==> src/rtl/hf_decoder_param_if.sv <==
// Signal bundle for hf_decoder_param: code-table write port, serial bit input
// and decoded symbol output. The decoder is the slave; the source/consumer side
// is the master.
interface hf_decoder_param_if #(
  parameter int SYM_W   = 4,
  parameter int MAX_LEN = 16
);
  localparam int NUM_SYM = 1 << SYM_W;
  localparam int IDX_W   = $clog2(NUM_SYM);
  localparam int LEN_W   = $clog2(MAX_LEN + 1);

  // Table load / control
  logic               tbl_wr;
  logic [IDX_W-1:0]   tbl_idx;
  logic [MAX_LEN-1:0] tbl_code;
  logic [LEN_W-1:0]   tbl_len;
  logic [SYM_W-1:0]   tbl_sym;
  logic               tbl_done;
  logic               tbl_clear;
  logic               err_clr;

  // Compressed bit input
  logic               hf_in;
  logic               hf_in_valid;
  logic               hf_in_ready;

  // Decoded symbol output
  logic [SYM_W-1:0]   hf_out;
  logic               hf_out_valid;
  logic               hf_out_ready;
  logic               hf_err;

  modport master (
    output tbl_wr, tbl_idx, tbl_code, tbl_len, tbl_sym, tbl_done, tbl_clear, err_clr,
    output hf_in, hf_in_valid, hf_out_ready,
    input  hf_in_ready, hf_out, hf_out_valid, hf_err
  );

  modport slave (
    input  tbl_wr, tbl_idx, tbl_code, tbl_len, tbl_sym, tbl_done, tbl_clear, err_clr,
    input  hf_in, hf_in_valid, hf_out_ready,
    output hf_in_ready, hf_out, hf_out_valid, hf_err
  );
endinterface

==> src/rtl/hf_decoder_param.sv <==
// Parametrised serial Huffman decoder. A code table is written in LOAD, then
// bits arriving MSB-first are matched against it in DECODE; an unmatched code
// reaching MAX_LEN bits parks the block in ERROR until err_clr or tbl_clear.
// Optional feature macro: HF_DECODER_STATS_EN adds saturating sym_count and
// err_count statistics outputs.
module hf_decoder_param #(
  parameter int SYM_W   = 4,
  parameter int NUM_SYM = 1 << SYM_W,
  parameter int MAX_LEN = 16,
  parameter int IDX_W   = $clog2(NUM_SYM),
  parameter int LEN_W   = $clog2(MAX_LEN + 1)
) (
  input  logic CLK,
  input  logic Reset,
`ifdef HF_DECODER_STATS_EN
  output logic [31:0] sym_count,
  output logic [15:0] err_count,
`endif
  hf_decoder_param_if.slave bus
);

  typedef enum logic [1:0] {ST_LOAD, ST_DECODE, ST_ERROR} state_t;

  state_t             state_q;
  logic [NUM_SYM-1:0] ent_vld_q;
  logic [MAX_LEN-1:0] ent_code_q [NUM_SYM];
  logic [LEN_W-1:0]   ent_len_q  [NUM_SYM];
  logic [SYM_W-1:0]   ent_sym_q  [NUM_SYM];
  logic [MAX_LEN-2:0] shift_q;
  logic [LEN_W-1:0]   count_q;
  logic [SYM_W-1:0]   out_q;
  logic               out_vld_q;
  logic               err_q;

  logic               in_rdy;
  logic               bit_acc;
  logic               out_hs;
  logic               tbl_we;
  logic               overflow;
  logic [MAX_LEN-1:0] cand;
  logic [MAX_LEN-1:0] len_mask;
  logic [LEN_W-1:0]   n_bits;
  logic               hit;
  logic [SYM_W-1:0]   hit_sym;

  assign in_rdy   = (state_q == ST_DECODE) && (!out_vld_q || bus.hf_out_ready);
  assign bit_acc  = in_rdy && bus.hf_in_valid;
  assign out_hs   = out_vld_q && bus.hf_out_ready;
  assign tbl_we   = (state_q == ST_LOAD) && bus.tbl_wr && !bus.tbl_clear;
  assign cand     = {shift_q, bus.hf_in};
  assign n_bits   = count_q + LEN_W'(1);
  assign len_mask = ~({MAX_LEN{1'b1}} << n_bits);
  assign overflow = bit_acc && !hit && (n_bits == LEN_W'(MAX_LEN));

  // Table lookup at the exact candidate length; scanning downward lets the
  // lowest matching index win.
  always_comb begin
    // NOTE: defaults first so every path assigns hit/hit_sym and no latch is inferred.
    hit     = 1'b0;
    hit_sym = '0;
    for (int i = NUM_SYM - 1; i >= 0; i--) begin
      if (ent_vld_q[i] && (ent_len_q[i] == n_bits) &&
          (((ent_code_q[i] ^ cand) & len_mask) == '0)) begin
        hit     = 1'b1;
        hit_sym = ent_sym_q[i];
      end
    end
  end

  // Table payload storage; only the valid bits need a reset value.
  // NOTE: code/len/sym arrays are deliberately not reset -- ent_vld_q gates them,
  // and leaving them reset-free lets them map onto plain RAM/flops without reset fan-out.
  always_ff @(posedge CLK) begin
    if (tbl_we) begin
      ent_code_q[bus.tbl_idx] <= bus.tbl_code;
      ent_len_q[bus.tbl_idx]  <= bus.tbl_len;
      ent_sym_q[bus.tbl_idx]  <= bus.tbl_sym;
    end
  end

  // Control FSM with registered outputs; tbl_clear overrides every state.
  always_ff @(posedge CLK or negedge Reset) begin
    // NOTE: non-blocking assignments so every register samples pre-edge values.
    if (!Reset) begin
      state_q   <= ST_LOAD;
      ent_vld_q <= '0;
      shift_q   <= '0;
      count_q   <= '0;
      out_q     <= '0;
      out_vld_q <= 1'b0;
      err_q     <= 1'b0;
    end else if (bus.tbl_clear) begin
      state_q   <= ST_LOAD;
      ent_vld_q <= '0;
      shift_q   <= '0;
      count_q   <= '0;
      out_vld_q <= 1'b0;
      err_q     <= 1'b0;
    end else begin
      if (out_hs) out_vld_q <= 1'b0;
      case (state_q)
        ST_LOAD: begin
          if (tbl_we) ent_vld_q[bus.tbl_idx] <= (bus.tbl_len != '0);
          if (bus.tbl_done) state_q <= ST_DECODE;
        end
        ST_DECODE: begin
          if (bit_acc) begin
            if (hit) begin
              out_q     <= hit_sym;
              out_vld_q <= 1'b1;
              shift_q   <= '0;
              count_q   <= '0;
            end else if (overflow) begin
              state_q <= ST_ERROR;
              err_q   <= 1'b1;
              shift_q <= '0;
              count_q <= '0;
            end else begin
              shift_q <= cand[MAX_LEN-2:0];
              count_q <= n_bits;
            end
          end
        end
        ST_ERROR: begin
          if (bus.err_clr) begin
            state_q <= ST_DECODE;
            err_q   <= 1'b0;
            shift_q <= '0;
            count_q <= '0;
          end
        end
        default: state_q <= ST_LOAD;
      endcase
    end
  end

  assign bus.hf_in_ready  = in_rdy;
  assign bus.hf_out       = out_q;
  assign bus.hf_out_valid = out_vld_q;
  assign bus.hf_err       = err_q;

`ifdef HF_DECODER_STATS_EN
  // Saturating symbol-handshake and error-entry counters.
  always_ff @(posedge CLK or negedge Reset) begin
    if (!Reset) begin
      sym_count <= '0;
      err_count <= '0;
    end else if (bus.tbl_clear) begin
      sym_count <= '0;
      err_count <= '0;
    end else begin
      if (out_hs && (sym_count != '1)) sym_count <= sym_count + 32'd1;
      if ((state_q == ST_DECODE) && overflow && (err_count != '1)) err_count <= err_count + 16'd1;
    end
  end
`endif

endmodule

==> src/flat_wrapper.sv <==
// flat-port wrapper written by rule: the top's interface ports become plain ports
module hf_decoder_param_flat 
#(
  parameter int SYM_W   = 4,
  parameter int NUM_SYM = 1 << SYM_W,
  parameter int MAX_LEN = 16,
  parameter int IDX_W   = $clog2(NUM_SYM),
  parameter int LEN_W   = $clog2(MAX_LEN + 1)
)
  (CLK, Reset, bus_tbl_wr, bus_tbl_idx, bus_tbl_code, bus_tbl_len, bus_tbl_sym, bus_tbl_done, bus_tbl_clear, bus_err_clr, bus_hf_in, bus_hf_in_valid, bus_hf_out_ready, bus_hf_in_ready, bus_hf_out, bus_hf_out_valid, bus_hf_err);
  hf_decoder_param_if #(.SYM_W(SYM_W), .MAX_LEN(MAX_LEN)) bus_i ();
  input  logic CLK;
  input  logic Reset;
  input wire logic [$bits(bus_i.tbl_wr)-1:0] bus_tbl_wr;
  input wire logic [$bits(bus_i.tbl_idx)-1:0] bus_tbl_idx;
  input wire logic [$bits(bus_i.tbl_code)-1:0] bus_tbl_code;
  input wire logic [$bits(bus_i.tbl_len)-1:0] bus_tbl_len;
  input wire logic [$bits(bus_i.tbl_sym)-1:0] bus_tbl_sym;
  input wire logic [$bits(bus_i.tbl_done)-1:0] bus_tbl_done;
  input wire logic [$bits(bus_i.tbl_clear)-1:0] bus_tbl_clear;
  input wire logic [$bits(bus_i.err_clr)-1:0] bus_err_clr;
  input wire logic [$bits(bus_i.hf_in)-1:0] bus_hf_in;
  input wire logic [$bits(bus_i.hf_in_valid)-1:0] bus_hf_in_valid;
  input wire logic [$bits(bus_i.hf_out_ready)-1:0] bus_hf_out_ready;
  output wire logic [$bits(bus_i.hf_in_ready)-1:0] bus_hf_in_ready;
  output wire logic [$bits(bus_i.hf_out)-1:0] bus_hf_out;
  output wire logic [$bits(bus_i.hf_out_valid)-1:0] bus_hf_out_valid;
  output wire logic [$bits(bus_i.hf_err)-1:0] bus_hf_err;
  assign bus_i.tbl_wr = bus_tbl_wr;
  assign bus_i.tbl_idx = bus_tbl_idx;
  assign bus_i.tbl_code = bus_tbl_code;
  assign bus_i.tbl_len = bus_tbl_len;
  assign bus_i.tbl_sym = bus_tbl_sym;
  assign bus_i.tbl_done = bus_tbl_done;
  assign bus_i.tbl_clear = bus_tbl_clear;
  assign bus_i.err_clr = bus_err_clr;
  assign bus_i.hf_in = bus_hf_in;
  assign bus_i.hf_in_valid = bus_hf_in_valid;
  assign bus_i.hf_out_ready = bus_hf_out_ready;
  assign bus_hf_in_ready = bus_i.hf_in_ready;
  assign bus_hf_out = bus_i.hf_out;
  assign bus_hf_out_valid = bus_i.hf_out_valid;
  assign bus_hf_err = bus_i.hf_err;
  hf_decoder_param #(.SYM_W(SYM_W), .NUM_SYM(NUM_SYM), .MAX_LEN(MAX_LEN), .IDX_W(IDX_W), .LEN_W(LEN_W)) u_core (.CLK(CLK), .Reset(Reset), .bus(bus_i));
endmodule
==> config.mk <==
export PLATFORM = sky130hd
export DESIGN_NAME = hf_decoder_param_flat
export DESIGN_NICKNAME = d
export VERILOG_FILES = /design/src/rtl/hf_decoder_param_if.sv /design/src/rtl/hf_decoder_param.sv /design/src/flat_wrapper.sv
export SDC_FILE = /design/constraint.sdc
export NUM_CORES = 1
export LEC_CHECK = 0
export CORE_UTILIZATION = 58
export CTS_BUF_LIST = sky130_fd_sc_hd__clkbuf_4
export CTS_CLUSTER_DIAMETER = 100
export DETAILED_ROUTE_END_ITERATION = 8
export HOLD_SLACK_MARGIN = 0.1
export PLACE_DENSITY = 0.78
export SYNTH_ARGS = -nofsm -noshare
export SYNTH_HDL_FRONTEND = slang
export SYNTH_SLANG_ARGS = --single-unit
==> constraint.sdc <==
create_clock -name CLK -period 3.7 [get_ports CLK]
set_input_delay 0.37 -clock CLK [delete_from_list [all_inputs] [get_ports CLK]]
set_output_delay 0.37 -clock CLK [all_outputs]
set_load 0.005 [all_outputs]
# Word-level counts from Yosys, hierarchy flattened
# Memory sizes are Yosys's and may differ from the RTL's.
# Cells that the tools add are included.
op_classes:
  add_sub_neg: 1
  magnitude_cmp: 2
  n_eq_ne: 24
  shift: 1
  muxes: 70
  n_bitwise: 34
  n_reduce_logical: 70
op_table:
  columns: ["cell", "count"]
  rows:
  - ["$and 16x16->16", 16]
  - ["$logic_not 16->1", 16]
  - ["$xor 16x16->16", 16]
  - ["$eq 5x5->1", 16]
  - ["$mux 15", 5]
  - ["$mux 4", 16]
  - ["$mux 16", 3]
  - ["$logic_and 1x1->1", 40]
  - ["$pmux 15 s2", 1]
  - ["$mux 1", 29]
  - ["$mux 5", 5]
  - ["$bwmux 16", 1]
  - ["$not 16->16", 1]
  - ["$shl 16x5->16 const A", 1]
  - ["$mux 2", 6]
  - ["$pmux 5 s2", 1]
  - ["$reduce_and 5->1", 2]
  - ["$ne 3x3->1 const B", 3]
  - ["$ne 3x2->1 const B", 2]
  - ["$pmux 2 s3", 1]
  - ["$add 5x1->5 const B", 1]
  - ["$eq 5x5->1 const B", 1]
  - ["$lt 4x5->1 const B", 1]
  - ["$reduce_bool 5->1", 1]
  - ["other kinds (14)", 17]
word_totals:
  reg_bits: 44
  ramBits: 400
  inputBits: 38
  out_inout_bits: 7
  n_memories: 3
mem_list:
  columns: ["memory", "words", "word_bits", "read_ports", "rd_ports_with_merged_regs", "write_ports", "line", "rtl"]
  rows:
  - ["u_core.ent_code_q", 16, 16, 16, 0, 1, "hf_decoder_param.sv:26", "logic [MAX_LEN-1:0] ent_code_q [NUM_SYM];"]
  - ["u_core.ent_len_q", 16, 5, 16, 0, 1, "hf_decoder_param.sv:27", "logic [LEN_W-1:0] ent_len_q [NUM_SYM];"]
  - ["u_core.ent_sym_q", 16, 4, 16, 0, 1, "hf_decoder_param.sv:28", "logic [SYM_W-1:0] ent_sym_q [NUM_SYM];"]

# Longest topological paths before layout
depth:
  word_depth: 30
  mapped_depth: 19
  mapped_depth_nobuf: 13

# Worst setup path after synthesis
# OpenSTA, ideal clock, no wires.
synth_timing:
  kind: "register to register"
  from: "register u_core.count_q[0]"
  to: "register u_core.out_q[0] (netlist: u_core.bus.hf_out[0])"
  setup_time_ps: 103
  arrival_time_ps: 3953
  setup_slack_ps: -357
  stages_incl_launch_ff: 17
  path_cell_list: "dfrtp_1 > buf_2 > buf_2 > inv_1 > ha_1 > buf_2 > a21bo_2 > a31oi_1 > nor3_4 > a22o_1 > a211oi_2 > o2111ai_1 > and3b_1 > o31a_1 > o311ai_0 > a21oi_1 > o41ai_2"
synth_via:
  elab_chain_cells: 23
  word_cells_on_any_way: 116
  classes_between: "add/sub (1); eq/ne (16); shift (1); mux (32); bitwise (17); reduce/logical (49)"
synth_rtl:
  columns: ["element", "line", "rtl"]
  rows:
  - ["start, declared", "hf_decoder_param.sv:30", "logic [LEN_W-1:0] count_q;"]
  - ["start signal, assigned", "hf_decoder_param.sv:120", "count_q <= n_bits;"]
  - ["$add 5x1->5 *", "hf_decoder_param.sv:51", "assign n_bits = count_q + LEN_W'(1);"]
  - ["$shl 16x5->16", "hf_decoder_param.sv:52", "assign len_mask = ~({MAX_LEN{1'b1}} << n_bits);"]
  - ["$not 16->16", "hf_decoder_param.sv:52", null]
  - ["$and 16x16->16", "hf_decoder_param.sv:63", "(((ent_code_q[i] ^ cand) & len_mask) == '0)) begin"]
  - ["$logic_not 16->1", "hf_decoder_param.sv:63", null]
  - ["$logic_and 1x1->1", "hf_decoder_param.sv:62", "if (ent_vld_q[i] && (ent_len_q[i] == n_bits) &&"]
  - ["$mux 1 (16 in series)", "hf_decoder_param.sv:62", null]
  - ["$reduce_and 4->1 (no source line)", null, null]
  - ["end signal, assigned", "hf_decoder_param.sv:109", "out_q <= hit_sym;"]
  - ["end, declared", "hf_decoder_param.sv:31", "logic [SYM_W-1:0] out_q;"]
# Every way passes the cells marked *; elsewhere a longest branch is shown, timed or not.
# A chain may end at the register's enable or synchronous reset.

# Worst setup path after layout
# Same ends and word-level chain as after synthesis.

==> flow_summary.json <==
{
  "status": "complete, but fails checks",
  "failed_checks": "negative setup slack",
  "post-dp-hpwl_um": 50010,
  "clock-root-buffer": "sky130_fd_sc_hd__clkbuf_4",
  "core_region_area_um2": 35480,
  "worst_r2r_endpoint": "u_core.bus.hf_out[0]",
  "cts_tree": "done",
  "seq_area_frac_synth": 0.6287,
  "numClockSinks": 444,
  "cts_inserted_buffers": 110,
  "die_height_um": 191.6,
  "end_kind": "flip-flop",
  "antenna_found_initial": 2,
  "grt_pass1_vias": 15080,
  "final_core_utilization": 0.7392,
  "cellPowerDensity_nw_per_um2": 385.8,
  "timing.rr.start": "u_core.count_q[0]",
  "grt_first_pass_wirelength_um": 101900,
  "r2r.worst_path.cells": 16,
  "synth_area_um2": 20860,
  "final-hold-violation-count": 0,
  "rows": 69,
  "floorplan.io_pins": 45,
  "synth_top_flop_cell": "sky130_fd_sc_hd__edfxtp_1",
  "minimum_period_implied_by_the_final_worst_setup_slack_ns": 3.874,
  "fp.dieW_um": 191.6,
  "min-delay-path-class": "primary input to asynchronous set/reset pin",
  "globalRoute.totalOverflow": 0,
  "starting_density": 0.5878,
  "post_synth_inst_count": 1511,
  "worst_reg2reg_setup_slack_ns": -0.17,
  "finalWirelength_um": 72020,
  "avgRoutedWirePerCell_um": 29.37,
  "timing.critical_path.arrival_ns": 4.56,
  "max_clock_freq_mhz": 258.1,
  "synth_top_area_share": 0.5759,
  "synth.ff_latch_count": 444,
  "finClkSkew_ns": 0.09286,
  "report.final.slew_viol_count": 0,
  "synth_fp_nets": 1552,
  "sequential_cell_area_um2": 13120,
  "timing.final.setup_violations": 23,
  "ctsLongestPathBuffers": 3,
  "number_of_different_library_cells_in_the_post_synthesis_netlist": 105,
  "setup_slack_ns": -0.1743,
  "crit_start_category": "flip-flop",
  "drt_first_iter_violations": 1838,
  "synth_area_leaders": "sky130_fd_sc_hd__edfxtp_1 58%, sky130_fd_sc_hd__xnor2_1 7.4%, sky130_fd_sc_hd__dfrtp_1 5.3%, sky130_fd_sc_hd__xor2_1 5.2%, sky130_fd_sc_hd__nor2_1 1.5%",
  "clkSlewWorstSetupHoldPaths_ns": 0.06,
  "timing_worst_slew_pin_value_ns": 1.031,
  "length_of_the_first_detailed_routing_pass_in_iterations": 5,
  "synth-edff-count": 400,
  "drt-vias-per-instance": 6.358,
  "h-tree-depth": 3,
  "detail_route.drc_violations": 0,
  "vias": 15590,
  "critical_path_peak_fanout": 10,
  "synth_area_per_inst_um2": 13.80,
  "final_net_count": 1937,
  "power_leakage_nw": 9.282,
  "fp.dieArea_um2": 36720,
  "ir_drop_uv": 412.0,
  "clk_lat_worst_skew_ns": 0.87,
  "timing.critical_path.cells": "buf_6, inv_2, ha_4, a21bo_2, a31oi_4, buf_4, or2_2, o221ai_1, o21ai_1, nand4_1, nand2_2, nor4_4, buf_4, a31oi_4, inv_2, o41ai_2",
  "max_cap_viol_count": 0,
  "portBuffers": 44,
  "synth.most_common_cell": "sky130_fd_sc_hd__edfxtp_1",
  "filler_cell_count": 2314,
  "timing.critical_path.slowest_stage_cell": "sky130_fd_sc_hd__o21ai_1",
  "multi_input_area_um2": 7924,
  "globalRouteTotalUtil": 0.4008,
  "netlist.top_cell.by_area": "sky130_fd_sc_hd__edfxtp_1",
  "drtAntennaViolNets": 0,
  "area.growth.synth_to_final_pct": 25.75,
  "required_ns": 4.38,
  "tcrit_tclk_final": 1.047,
  "synth.top_cells.by_count": "400 x sky130_fd_sc_hd__edfxtp_1, 177 x sky130_fd_sc_hd__xnor2_1, 123 x sky130_fd_sc_hd__xor2_1",
  "grt_start_max_net_pins": 30,
  "fraction_of_final_layout_cells_sized_beyond_drive_strength_1": 0.3171,
  "gp_congestion": 1.025,
  "cp_slowest_stage_delay_ns": 0.47,
  "postSynth.asyncResetShare": 0.09910,
  "worst-setup-path-type": "flip-flop to flip-flop",
  "post-place-ws_ns": -0.8512,
  "yosys_warnings": 0,
  "relative_slew_slack": 0.3061,
  "rsz0062_at_grt": "yes"
}
[metal layers]
metal | GRT usage | part of all wire | vias up
li1 | - | - | 6623
met1 | 0.5554 | 0.39 | 7673
met2 | 0.5935 | 0.44 | 1113
met3 | 0.1069 | 0.12 | 181
met4 | 0.1816 | 0.048 | 0
met5 | 0 | 0 | -
[kinds of logic (layout without fill, tap and decap cells)]
group | after synthesis | count (layout) | synth area share
xor+xnor | 306 | 306 | 0.1312
fa+ha+maj | 3 | 3 | 0.001800
simple gates | 321 | 321 | 0.08620
compound gates | 320 | 320 | 0.1207
other cells | 0 | 1 | 0
buf+inv | 108 | 587 | 0.02705
flops | 444 | 444 | 0.6287
mux | 9 | 9 | 0.004379
[through the flow]
stage	total power, W	std cells	setup TNS, ns	area, um^2	hold WS [ns]
floorplan	0.005778	1511	0	20890	0.07441
global placement	0.006044	2210	-19.57	23790	0.4625
detailed placement	0.006053	2210	-20.81	23790	0.4807
CTS	0.01014	2432	-0.1155	25760	0.1277
global route	0.01042	2452	-2.510	26230	0.1854
finish	0.01012	2452	-1.209	26230	0.1790
[report_power, final]
group	switching, W	internal (W)	leakage [nW]	total (W)
logic	0.000308	0.000163	4.23	0.000470
registers	0.0000146	0.00550	4.21	0.00551
clock network	0.00203	0.00211	0.848	0.00414
[worst max-delay path by stage]
stage                           start                   end  slack, ns  cells after the start
floorplan           u_core.count_q[0]     u_core.shift_q[7]      0.007                     18
global placement    u_core.count_q[0]  u_core.bus.hf_out[0]      -0.78                     15
detailed placement  u_core.count_q[1]  u_core.bus.hf_out[1]      -0.85                     16
CTS                 u_core.count_q[1]  u_core.bus.hf_out[0]      -0.05                     18
global route        u_core.count_q[0]  u_core.bus.hf_out[0]      -0.19                     20
finish              u_core.count_q[0]  u_core.bus.hf_out[0]      -0.17                     16
[sequential cells by signal (all words and copies together) (netlist names)]
signal and count:
u_core.ent_code_q 256, u_core.ent_len_q 80, u_core.ent_sym_q 64, u_core.ent_vld_q 16
u_core.shift_q 15, u_core.count_q 5, u_core.bus.hf_out 4, u_core.state_q 2
u_core.bus.hf_err 1, u_core.bus.hf_out_valid 1
[worst max-delay path, delay by kind of cell, from the launching register on]
kind	cells	cell delay [ns]
AOI/OAI and AO/OA	6	1.76
and+or+nand+nor	4	0.72
buffers and inverters	5	0.60
DFF	1	0.40
adders and majority gates	1	0.28
[final cells by class]
class	instances	area share
Clock buffer	157	0.04494
Timing Repair Buffer	354	0.1172
Inverter	27	0.003864
Tap cell	461	0.02199
Sequential cell	444	0.5001
Antenna cell	1	0.00009541
Multi-Input combinational cell	959	0.3021
Clock inverter	49	0.009731
[cells in the final DEF, fill, tap and decap left out, types with 17 or more instances in the layout]
| cell | n |
|---|---|
| sky130_fd_sc_hd__xnor2_1 | 177 |
| sky130_fd_sc_hd__edfxtp_1 | 400 |
| sky130_fd_sc_hd__o21ai_0 | 33 |
| sky130_fd_sc_hd__o211ai_1 | 30 |
| sky130_fd_sc_hd__dfrtp_1 | 41 |
| sky130_fd_sc_hd__buf_4 | 272 |
| sky130_fd_sc_hd__nand2_1 | 66 |
| sky130_fd_sc_hd__a21oi_1 | 27 |
| sky130_fd_sc_hd__xor2_1 | 122 |
| sky130_fd_sc_hd__nand3_1 | 31 |
| sky130_fd_sc_hd__nand4_1 | 17 |
| sky130_fd_sc_hd__clkbuf_4 | 157 |
| sky130_fd_sc_hd__inv_1 | 25 |
| sky130_fd_sc_hd__nor2_4 | 18 |
| sky130_fd_sc_hd__clkdlybuf4s50_1 | 43 |
| sky130_fd_sc_hd__o22ai_1 | 24 |
| sky130_fd_sc_hd__nor2_1 | 59 |
| sky130_fd_sc_hd__clkinv_1 | 37 |
| sky130_fd_sc_hd__buf_6 | 17 |
| sky130_fd_sc_hd__buf_12 | 19 |
| sky130_fd_sc_hd__o221ai_1 | 17 |
| sky130_fd_sc_hd__a22o_1 | 19 |
| sky130_fd_sc_hd__o31ai_1 | 17 |
[repair_timing]
action / CTS / global route
gates resized for setup: 78 / 60
buffers inserted: 16 / 21
hold buffers: 1 / 0
pin swaps: 32 / 34
endpoints found under the hold margin: 28 / 0
setup endpoints to repair: 28 / 28
Note: power is estimated with default switching activity, not from simulation.
